--- src/rtl/ccm_pkg.sv ---
// Shared types and helpers for the CCM counter-mode XOR data path.
// Holds the pending-payload FIFO entry layout and the last-block byte mask.
package ccm_pkg;

   localparam int WIDTH_KEY   = 128;
   localparam int WIDTH_COUNT = 20;
   localparam int N_BYTES     = WIDTH_KEY / 8;

   typedef struct packed {
      logic [WIDTH_KEY-1:0] data;
      logic                 stream;
      logic                 last;
      logic [3:0]           bytes;
   } fifo_entry_t;

   // Byte 0 sits at the top of the block, so a short last block keeps the upper bytes.
   function automatic logic [WIDTH_KEY-1:0] byte_mask(input logic last, input logic [3:0] bytes);
      logic [WIDTH_KEY-1:0] m;
      m = '1;
      if (last && (bytes != 4'd0)) begin
         for (int i = 0; i < N_BYTES; i++) begin
            if (i >= int'(bytes)) m[WIDTH_KEY-1-8*i -: 8] = 8'h00;
         end
      end
      return m;
   endfunction

endpackage

--- src/rtl/ccm_sync_fifo.sv ---
// Generic synchronous FIFO with occupancy count; pointers wrap naturally.
// Push when full and pop when empty are ignored.
module ccm_sync_fifo #(
   parameter int W     = 8,
   parameter int DEPTH = 4
) (
   input  logic                       clk,
   input  logic                       i_rst,
   input  logic                       i_push,
   input  logic [W-1:0]               i_wdata,
   input  logic                       i_pop,
   output logic [W-1:0]               o_rdata,
   output logic [$clog2(DEPTH):0]     o_count,
   output logic                       o_full,
   output logic                       o_empty
);

   localparam int AW = $clog2(DEPTH);
   localparam int CW = AW + 1;

   logic [W-1:0]  r_mem [DEPTH];
   logic [AW-1:0] r_wr_ptr;
   logic [AW-1:0] r_rd_ptr;
   logic [CW-1:0] r_count;
   logic          w_push_ok;
   logic          w_pop_ok;

   assign w_push_ok = i_push & ~o_full;
   assign w_pop_ok  = i_pop & ~o_empty;

   // NOTE: storage has no reset; validity is tracked by the pointers and count alone.
   always_ff @(posedge clk) begin
      if (w_push_ok) r_mem[r_wr_ptr] <= i_wdata;
   end

   // NOTE: sequential state uses non-blocking assignments so every register samples pre-edge values.
   always_ff @(posedge clk) begin
      if (i_rst) begin
         r_wr_ptr <= '0;
         r_rd_ptr <= '0;
         r_count  <= '0;
      end else begin
         if (w_push_ok) r_wr_ptr <= r_wr_ptr + AW'(1);
         if (w_pop_ok)  r_rd_ptr <= r_rd_ptr + AW'(1);
         case ({w_push_ok, w_pop_ok})
            2'b10:   r_count <= r_count + CW'(1);
            2'b01:   r_count <= r_count - CW'(1);
            default: r_count <= r_count;
         endcase
      end
   end

   assign o_rdata = r_mem[r_rd_ptr];
   assign o_count = r_count;
   assign o_full  = (r_count == CW'(DEPTH));
   assign o_empty = (r_count == '0);

endmodule

--- src/rtl/ccm_ctr_xor.sv ---
// CCM counter-mode XOR stage: queues payload, requests one counter block per
// payload block, and emits payload ^ keystream with last-block byte masking.
module ccm_ctr_xor #(
   parameter int WIDTH_KEY   = ccm_pkg::WIDTH_KEY,
   parameter int WIDTH_COUNT = ccm_pkg::WIDTH_COUNT,
   parameter int DEPTH       = 4
) (
   input  logic                   clk,
   input  logic                   kill,
   input  logic                   in_valid,
   output logic                   in_ready,
   input  logic [WIDTH_KEY-1:0]   in_data,
   input  logic                   in_stream_idx,
   input  logic                   in_last,
   input  logic [3:0]             in_bytes,
   output logic                   ctr_req,
   output logic                   ctr_stream_idx,
   input  logic                   ks_en,
   input  logic [WIDTH_KEY-1:0]   ks_data,
   input  logic                   ks_stream_idx,
   output logic                   out_valid,
   output logic [WIDTH_KEY-1:0]   out_data,
   output logic                   out_stream_idx,
   output logic                   out_last,
   output logic [WIDTH_COUNT-1:0] blk_cnt_0,
   output logic [WIDTH_COUNT-1:0] blk_cnt_1,
   output logic                   err_stream,
   output logic                   err_unexp,
   output logic                   err_ovf
);

   import ccm_pkg::*;

   localparam int CW = $clog2(DEPTH) + 1;

   fifo_entry_t          w_wr_entry;
   fifo_entry_t          w_head;
   logic [CW-1:0]        w_count;
   logic                 w_full;
   logic                 w_empty;
   logic                 w_in_ready;
   logic                 w_acc;
   logic                 w_pop;
   logic [WIDTH_KEY-1:0] w_mask;

   logic                   r_out_valid;
   logic [WIDTH_KEY-1:0]   r_out_data;
   logic                   r_out_stream;
   logic                   r_out_last;
   logic [WIDTH_COUNT-1:0] r_blk_cnt_0;
   logic [WIDTH_COUNT-1:0] r_blk_cnt_1;
   logic                   r_err_stream;
   logic                   r_err_unexp;
   logic                   r_err_ovf;

   // Ready depends only on occupancy: a pop in the same cycle never frees a full FIFO early.
   assign w_in_ready = (w_count < CW'(DEPTH));
   assign w_acc      = in_valid & w_in_ready & ~kill;
   assign w_pop      = ks_en & ~w_empty & ~kill;

   assign w_wr_entry = '{data: in_data, stream: in_stream_idx, last: in_last, bytes: in_bytes};

   ccm_sync_fifo #(
      .W     ($bits(fifo_entry_t)),
      .DEPTH (DEPTH)
   ) u_fifo (
      .clk     (clk),
      .i_rst   (kill),
      .i_push  (w_acc),
      .i_wdata (w_wr_entry),
      .i_pop   (w_pop),
      .o_rdata (w_head),
      .o_count (w_count),
      .o_full  (w_full),
      .o_empty (w_empty)
   );

   assign w_mask = byte_mask(w_head.last, w_head.bytes);

   always_ff @(posedge clk) begin
      if (kill) begin
         r_out_valid  <= 1'b0;
         r_out_data   <= '0;
         r_out_stream <= 1'b0;
         r_out_last   <= 1'b0;
         r_blk_cnt_0  <= '0;
         r_blk_cnt_1  <= '0;
         r_err_stream <= 1'b0;
         r_err_unexp  <= 1'b0;
         r_err_ovf    <= 1'b0;
      end else begin
         r_out_valid <= w_pop;
         if (w_pop) begin
            r_out_data   <= (w_head.data ^ ks_data) & w_mask;
            r_out_stream <= w_head.stream;
            r_out_last   <= w_head.last;
            if (ks_stream_idx != w_head.stream) r_err_stream <= 1'b1;
            // Counters saturate at all-ones and flag the would-be wrap.
            if (w_head.stream == 1'b0) begin
               if (&r_blk_cnt_0) r_err_ovf   <= 1'b1;
               else              r_blk_cnt_0 <= r_blk_cnt_0 + WIDTH_COUNT'(1);
            end else begin
               if (&r_blk_cnt_1) r_err_ovf   <= 1'b1;
               else              r_blk_cnt_1 <= r_blk_cnt_1 + WIDTH_COUNT'(1);
            end
         end
         if (ks_en && w_empty) r_err_unexp <= 1'b1;
      end
   end

   assign in_ready       = w_in_ready;
   assign ctr_req        = w_acc;
   assign ctr_stream_idx = in_stream_idx;
   assign out_valid      = r_out_valid;
   assign out_data       = r_out_data;
   assign out_stream_idx = r_out_stream;
   assign out_last       = r_out_last;
   assign blk_cnt_0      = r_blk_cnt_0;
   assign blk_cnt_1      = r_blk_cnt_1;
   assign err_stream     = r_err_stream;
   assign err_unexp      = r_err_unexp;
   assign err_ovf        = r_err_ovf;

endmodule

--- config.mk ---
export PLATFORM = sky130hd
export DESIGN_NAME = ccm_ctr_xor
export DESIGN_NICKNAME = d
export VERILOG_FILES = /design/src/rtl/ccm_pkg.sv /design/src/rtl/ccm_sync_fifo.sv /design/src/rtl/ccm_ctr_xor.sv
export SDC_FILE = /design/constraint.sdc
export NUM_CORES = 1
export LEC_CHECK = 0
export ABC_AREA = 1
export CAP_MARGIN = 40
export CORE_MARGIN = 1.5
export CORE_UTILIZATION = 47
export DETAILED_ROUTE_END_ITERATION = 7
export PLACE_DENSITY = 0.74
export SYNTH_ARGS = -nofsm -noshare
export SYNTH_HDL_FRONTEND = slang
export SYNTH_HIERARCHICAL = 1
export SYNTH_SLANG_ARGS = --single-unit
--- constraint.sdc ---
create_clock -name clk -period 8.91 [get_ports clk]
set_clock_uncertainty 0.1 [all_clocks]
set_input_delay 1.3365 -clock clk [delete_from_list [all_inputs] [get_ports clk]]
set_output_delay 1.3365 -clock clk [all_outputs]
set_load 0.02 [all_outputs]
==> impl_metrics.toml <==
[power]
ir_drop_mv = 0.136
power.density_nw_per_um2 = 208
p_leak_nw = 12.6

[floorplan]
io_pins = 444
die_area_um2 = 63000
rows = 90
die_y_um = 251
core_um2 = 60600
die_width_um = 251
initial_utilization_pct = 47.7

[worst_setup_path]
endpoint_kind = "register"
r2r_end = "u_fifo/o_count[2]"
start_kind = "input pin"
worstRegToRegCells = 19
crit_type = "in2reg"
slowest_stage = "nor2_4"
required_ns = 9.30
path_max_fanout = 55
r2r-start = "u_fifo/o_count[2]"
path_cells = "clkdlybuf4s50_1 > inv_1 > nor2_4 > nand2_4 > buf_12 > inv_4 > buf_16 > nand2_1 > inv_1 > ha_1 > inv_1 > fa_1 > inv_1 > nand2_1 > nand3_1 > nand2_1 > nand2_1 > nor2_1"
max_stage_delay_ns = 0.51
r2r_setup_slack_ns = 4.56
critPathArrivalTime_ns = 5.21

[sta]
rsz0062_at_grt = "no"
hold_violations = 0
drv_slew = 0
fin_crit_sh_pct = 54.1
layout_min_cycle_time_ns = 4.82
clock.fmax_ghz = 0.207
setup_viol = 0
slew_headroom_pct = 17.2
fin_ws_ns = 4.09
worst_pin_slew_ns = 1.24

[finish]
area_growth_pct = 25.9
final_core_util_pct = 60.1
nets = 3144
fill_cells = 4670
final_area_um2 = 36400
stdcell_count = 3722
drive_gt1_share_pct = 7.30

[detailed_routing]
drc = 0
drtPass1Iterations = 5
antenna_left = 0
wl_met3_um = 6590
via_count = 20900
drtIter0Drc = 1961
viasPerCell = 5.62
top_layer = "met5"
drt_wl_total_um = 78500
dr_wl_met2_um = 38700
met1_length_um = 31500
wl_per_cell_um = 21.1

[min_path]
hp-class = "reg2reg"
min_from = "err_ovf"
min_path_cells = 2
min_to = "err_ovf"

[clock_network]
cts_sinks = 719
htreeDepth = 3
root_buffer = "clkbuf_16"
cts_tree = "done"
cts_max_path_buffers = 3
post_cts_resized = 0
clock_latency_ns = 0.62
clk_pin_slew_ns = 0.06
numCtsBuffers = 74
postCtsHoldBufs = 0
post_cts_buffers = 0

[run_status]
status = "complete, no violations"

[placed_design]
placedCellCount = 3575
dpl-instance-area_um2 = 33900
portBuffers = 443
dp_slack_ns = 3.54
hpwl_um = 49500
place.gp.congestion = 0.868

[yosys]
synth_area_per_cell_um2 = 11.7
synth_fp_nets = 2742
netlist_area_um2 = 28900
yosysWarnings = 6
netlist_instances = 2467

[global_route]
grt_max_degree = 269
grt_pass1_vias = 20100
grt_first_pass_wirelength_um = 119000
antenna_found_initial = 17
grt_overflow = 0
grt_util_all_layers_pct = 24.4

[job]
cap_violations = 0
## sequential cells by signal, indices dropped and copies added, names as in the netlist, named ones only
register	flops
out_valid	1
out_stream_idx	1
out_data	128
u_fifo/o_count	3
out_last	1
u_fifo/r_mem	536
err_unexp	1
err_stream	1
err_ovf	1
u_fifo/r_wr_ptr	2
blk_cnt_1	20
blk_cnt_0	20
u_fifo/r_rd_ptr	2
## per-layer routing
layer	vias to the layer above	GRT usage [%]
li1	9662	-
met1	10300	32.1
met2	838	40.5
met3	120	5.60
met4	16	7.42
met5	-	0
## stage by stage
step / hold WS, ns / power [mW] / setup TNS, ns
3_3_place_gp: 0.345 / 4.48 / 0
6_report: 0.369 / 7.56 / 0
5_1_grt: 0.392 / 7.80 / 0
2_1_floorplan: 0.359 / 4.16 / -29.22
3_5_place_dp: 0.355 / 4.51 / 0
4_1_cts: 0.364 / 7.61 / 0
## placed cells by master (no fill, tap or decap), drive strengths merged
master	instances
dfxtp	183
a21oi	62
or2	12
bufinv	7
clkdlybuf4s50	442
clkbuf	92
nand2	254
fa	1
diode	9
nand3	204
buf	27
o21ai	302
o31ai	51
nand3b	5
xor2	70
and2	1
edfxtp	536
ha	7
o211ai	2
clkinvlp	5
o22ai	134
clkinv	32
inv	67
nor2	352
nand4	13
xnor2	67
nor3	3
## area by class of cell
cell class | count | area [um^2] | share of cell area, %
repair buffers | 469 | 4810 | 13.2
clock buffers | 92 | 2020 | 5.55
inverters | 65 | 267 | 0.732
well taps | 782 | 978 | 2.69
flip-flops and latches | 719 | 19800 | 54.3
multi-input cells | 1540 | 8080 | 22.2
diodes | 9 | 22.5 | 0.0619
clock inverters | 46 | 462 | 1.27
## worst max path at each step
stage                      from                 end  slack [ns]  cells after the start
after global placement    ks_en   u_fifo/o_count[2]        3.26                     16
after floorplan            kill  u_fifo/r_mem[0][0]       -0.05                      7
final                     ks_en   u_fifo/o_count[2]        4.09                     18
after global routing      ks_en   u_fifo/o_count[2]        3.82                     16
after detailed placement  ks_en   u_fifo/o_count[2]        3.54                     18
after CTS                  kill             ctr_req        4.10                      6
## critical path, delay by kind of cell
kind / cells / cell delay [ns]
adder cells (fa/ha/maj): 2 / 0.57
AND/OR/NAND/NOR: 8 / 1.46
buffers and inverters: 8 / 1.81
## report_power, final
group / leakage, nW / switching, mW / internal, mW
Combinational: 4.98 / 0.401 / 0.293
Sequential: 6.35 / 0.0440 / 3.70
Clock: 1.21 / 1.29 / 1.83
Note: power is estimated with default switching activity, not from simulation.
